==> config.mk <==
export PLATFORM = sky130hd
export DESIGN_NAME = requant_pipe
export DESIGN_NICKNAME = d
export VERILOG_FILES = /design/src/rtl/requant_pipe.sv
export SDC_FILE = /design/constraint.sdc
export NUM_CORES = 1
export LEC_CHECK = 0
export ABC_AREA = 1
export CAP_MARGIN = 20
export CORE_MARGIN = 1
export CORE_UTILIZATION = 55
export DETAILED_ROUTE_END_ITERATION = 8
export PLACE_DENSITY = 0.93
export SETUP_SLACK_MARGIN = 0.1
export SYNTH_ARGS = -nofsm -noshare
export SYNTH_HDL_FRONTEND = slang
export SYNTH_SLANG_ARGS = --single-unit
==> constraint.sdc <==
create_clock -name clk -period 5.4 [get_ports clk]
set_clock_uncertainty 0.2 [all_clocks]
set_input_delay 1.62 -clock clk [delete_from_list [all_inputs] [get_ports clk]]
set_output_delay 1.62 -clock clk [all_outputs]
set_load 0.05 [all_outputs]
==> src/rtl/requant_pipe.sv <==
// requant_pipe: two-stage valid/ready requantiser narrowing signed accumulators with round/saturate modes and a sticky saturation counter
module requant_pipe #(
  parameter int IN_W = 32,
  parameter int OUT_W = 16,
  parameter int FRAC_SHIFT = 8,
  parameter int CNT_W = 16
) (
  input  logic             clk,
  input  logic             rst,
  input  logic             in_valid,
  output logic             in_ready,
  input  logic [IN_W-1:0]  in_data,
  input  logic [1:0]       in_mode,
  output logic             out_valid,
  input  logic             out_ready,
  output logic [OUT_W-1:0] out_data,
  output logic             out_sat,
  output logic [CNT_W-1:0] sat_cnt,
  input  logic             sat_clr
);
  localparam int QW = IN_W + 1 - FRAC_SHIFT;
  localparam int BS = FRAC_SHIFT > 0 ? FRAC_SHIFT - 1 : 0;
  localparam logic [IN_W:0] BIAS = FRAC_SHIFT > 0 ? (IN_W+1)'(1) << BS : '0;
  logic v1, v2, s1_ready, s2_ready, rnd, sat1, pos_ovf, neg_ovf, nxt_sat;
  logic [IN_W:0] biased;
  logic [QW-1:0] q1;
  logic [QW-OUT_W:0] hi;
  logic [OUT_W-1:0] nxt_data;
  assign s2_ready = !v2 || out_ready;
  assign s1_ready = !v1 || s2_ready;
  assign in_ready = s1_ready && !rst;
  assign out_valid = v2;
  assign rnd = in_mode[0] ^ in_mode[1];
  assign biased = {in_data[IN_W-1], in_data} + (rnd ? BIAS : '0);
  assign hi = q1[QW-1:OUT_W-1];
  assign pos_ovf = !q1[QW-1] && |hi;
  assign neg_ovf = q1[QW-1] && !(&hi);
  assign nxt_sat = sat1 && (pos_ovf || neg_ovf);
  assign nxt_data = !nxt_sat ? q1[OUT_W-1:0] : pos_ovf ? {1'b0, {(OUT_W-1){1'b1}}} : {1'b1, {(OUT_W-1){1'b0}}};
  always_ff @(posedge clk) begin
    if (s1_ready && in_valid) begin
      q1 <= biased[IN_W:FRAC_SHIFT];
      sat1 <= in_mode[1];
    end
  end
  always_ff @(posedge clk) begin
    if (rst) begin
      v1 <= 1'b0;
      v2 <= 1'b0;
      out_data <= '0;
      out_sat <= 1'b0;
      sat_cnt <= '0;
    end else begin
      if (s1_ready) v1 <= in_valid;
      if (s2_ready) v2 <= v1;
      if (s2_ready && v1) begin
        out_data <= nxt_data;
        out_sat <= nxt_sat;
      end
      sat_cnt <= sat_clr ? '0 : (out_valid && out_ready && out_sat && !(&sat_cnt)) ? sat_cnt + CNT_W'(1) : sat_cnt;
    end
  end
endmodule
==> metrics.txt <==
setup slack, reg-to-reg between 3000 and 4000 ps; critical path start-end classification in -> out; fraction of final layout cells with drive strength greater than 1 0.0441; layer carrying the most global-route usage met2; cell at the root of the clock tree clkbuf_8; wire length of the first global-routing pass 13300 µm; launching element type of the critical path primary input; number of synthesized register bits 61; max-cap violations 0; remaining antenna violation count 0; launching element of the worst setup path out_ready; IO Port Bufs 66; final max-slew violation count 0; share of the synthesized area in compound gates (AO/OA/AOI/OAI) 0.0534; count leader, synth nand2_1; largest fanout on the critical path 3; clock network latency to the later pin of the worst-skew pair around 340 ps; Avg Vias per Cell between 5 and 6; headroom to the max-slew limit 0.334; share of synthesized registers carrying an async set or reset 0; unrepaired setup endpoints after global routing no; synthesized area per cell roughly 7.4 µm²; final wirelength around 8000 µm; power per standard cell area 248 nW/µm²; minimum clock period 4380 ps; kind of capture point of the worst setup path output port; met2 capacity usage during global routing 0.471; largest family of logic cells by synthesized area simple AND/OR/NAND/NOR gates; final-stage net count 558; final setup violation count 0; CTS tree done; fraction of the mapped netlist area in simple logic gates 0.320; Finished Layout Cells 594; starting density of the core 0.585; instance count along the most critical hold path 2; buffers inserted during post-CTS setup optimization 0; cells resized by post-CTS repair 0; path class of the lowest-slack min-delay path reg -> reg; outcome completed; leakage power summed over all cells 1.84 nW; cts bufs inserted 9; vias post-DR 3147; Worst VDD drop approximately 0.00016 V; data arrival at the endpoint of the critical path 2560 ps; synthesized net count 489; Ports 74; antenna violations before repair 0; residual overflow from global routing 0; transition at the pin with the smallest max-transition slack roughly 1000 ps; pin count of the biggest net entering global routing 27; post-synthesis cell count ~450; area of the core region 5640 µm²; average routed wire per standard cell ~14 µm; Register-to-Register Path Depth 8; total die area 6320 µm²; number of remaining DRC errors 0; Detail Placement HPWL 5940 µm; final weighted congestion in routability-driven placement about 0.86; clock input transition at the sequential cells of the worst setup and hold paths 60 ps; Hold Crit Start sat_cnt[13]; Period Utilization, post-route 0.811; most instantiated flip-flop cell in the synthesis netlist dfxtp_1; number of buffers added to fix hold violations after cts 0; share of the synthesized area in the top cell type 0.236; post-synth design cell area 3300 µm²; via count of the first global-routing pass 3035; Total Neg Setup Slack 0 ps; buffer levels on the longest clock path 2; number of iterations in the first detailed-routing pass 5; number of placement rows 27; R2R Path End out_data[12]; origin of the critical flop-to-flop path q1[15]; number of filler cells placed in the layout 428; Die Ht 79.5 µm; adder-cell area share of the yosys netlist 0.00758; 1st-iter DRT viols 231; die width 79.5 µm; register area share after synthesis 0.448; H-tree level count 3; Post-Synth XOR/XNOR Area 0.0742; global router's overall resource usage 0.275; met3 GRT Util 0.0526; signed area change from the synthesized netlist to the final layout 27.2%; library cells used by synthesis 28; count of endpoints failing hold in the final timing report 0; Achievable Freq 0.228 GHz; met1 usage 0.327; number of placed cells counting well taps roughly 580; end of the worst hold path sat_cnt[13]; antenna diode instance count 0; cell taking the most area after synthesis edfxtp_1; portion of netlist area occupied by mux cells 0; Crit path required time 3580 ps; number of warnings printed during yosys synthesis 0; clock sink count 61; synth cell count leaders nand2_1, nor2_1, inv_1; number of enable-type register cells in the synthesized netlist 26; top cells by area in the synthesized netlist edfxtp_1, dfxtp_1, nand2_1
-- registers in the layout (all words and copies together), names as in the netlist --
register   count
out_data      16
out_sat        1
out_valid      1
q1            25
sat1           1
sat_cnt       16
v1             1
-- layer usage --
layer | up-vias | routed length, µm
met5 | - | 0
met3 | 21 | 520
met2 | 154 | 3950
li1 | 1545 | -
met1 | 1427 | 3310
met4 | 0 | 247
-- placed cells by master (no fill, tap or decap), types with 2 or more instances in the layout --
| cell type | synthesis | routed |
|---|---|---|
| nand2_1 | 99 | 99 |
| nor2_1 | 84 | 84 |
| inv_1 | 71 | 71 |
| clkdlybuf4s50_1 | 0 | 65 |
| dfxtp_1 | 35 | 35 |
| edfxtp_1 | 26 | 26 |
| nand3_1 | 23 | 23 |
| xor2_1 | 22 | 22 |
| o21ai_0 | 20 | 20 |
| nor3_1 | 14 | 14 |
| a21oi_1 | 14 | 14 |
| clkbuf_8 | 0 | 12 |
| nand4_1 | 8 | 8 |
| xnor2_1 | 6 | 6 |
| clkbuf_1 | 3 | 3 |
| nor3b_1 | 2 | 2 |
| nand3_2 | 2 | 2 |
| nor3_4 | 2 | 2 |
| nand2_2 | 2 | 2 |
| ha_1 | 2 | 2 |
-- power breakdown --
part	internal, mW	leakage [nW]	switching (mW)
clock	0.204	0.0937	0.166
combinational	0.0583	1.21	0.0972
sequential	0.505	0.539	0.0104
-- critical path, cell delays in order --
cell	delay, ps
clkdlybuf4s50_1	480
inv_1	50
nand3_1	100
nand2_1	70
inv_1	90
buf_12	140
-- per-stage QoR --
| step | utilization | hold slack, ps | setup WS, ps | total power [mW] | cell area [µm²] |
|---|---|---|---|---|---|
| 6_report | 0.745 | 313 | 1020 | 1.04 | 4200 |
| 2_1_floorplan | - | 303 | 1330 | 0.614 | 3300 |
| 4_1_cts | 0.745 | 308 | 1010 | 1.04 | 4200 |
| 5_1_grt | 0.745 | 337 | 957 | 1.08 | 4200 |
| 3_3_place_gp | 0.712 | 266 | 1040 | 0.674 | 4020 |
| 3_5_place_dp | 0.712 | 287 | 1020 | 0.680 | 4020 |
-- worst max-delay path by stage --
stage	end	slack (ps)
5_1_grt	in_ready	960
4_1_cts	in_ready	1010
2_1_floorplan	in_ready	1330
3_5_place_dp	in_ready	1020
6_report	in_ready	1020
3_3_place_gp	in_ready	1040
-- logic make-up (layout without fill, tap and decap cells) --
group,count (synthesis),in the layout
AOI/OAI and AO/OA,35,35
xor gates and xnor gates,28,28
adders and majority gates,2,2
buffers and inverters,80,154
DFF,61,61
and+or+nand+nor,242,242
-- layout make-up --
| type | count | area [µm²] | area share |
|---|---|---|---|
| sequential | 61 | 1480 | 0.353 |
| inverter | 71 | 267 | 0.0634 |
| clock buffer | 15 | 176 | 0.0420 |
| tap | 72 | 90.1 | 0.0214 |
| clock inverter | 1 | 5.00 | 0.00119 |
| multi-input combinational | 307 | 1500 | 0.358 |
| timing repair buffer | 67 | 678 | 0.161 |
No activity file was read; power rests on OpenSTA's default activity.
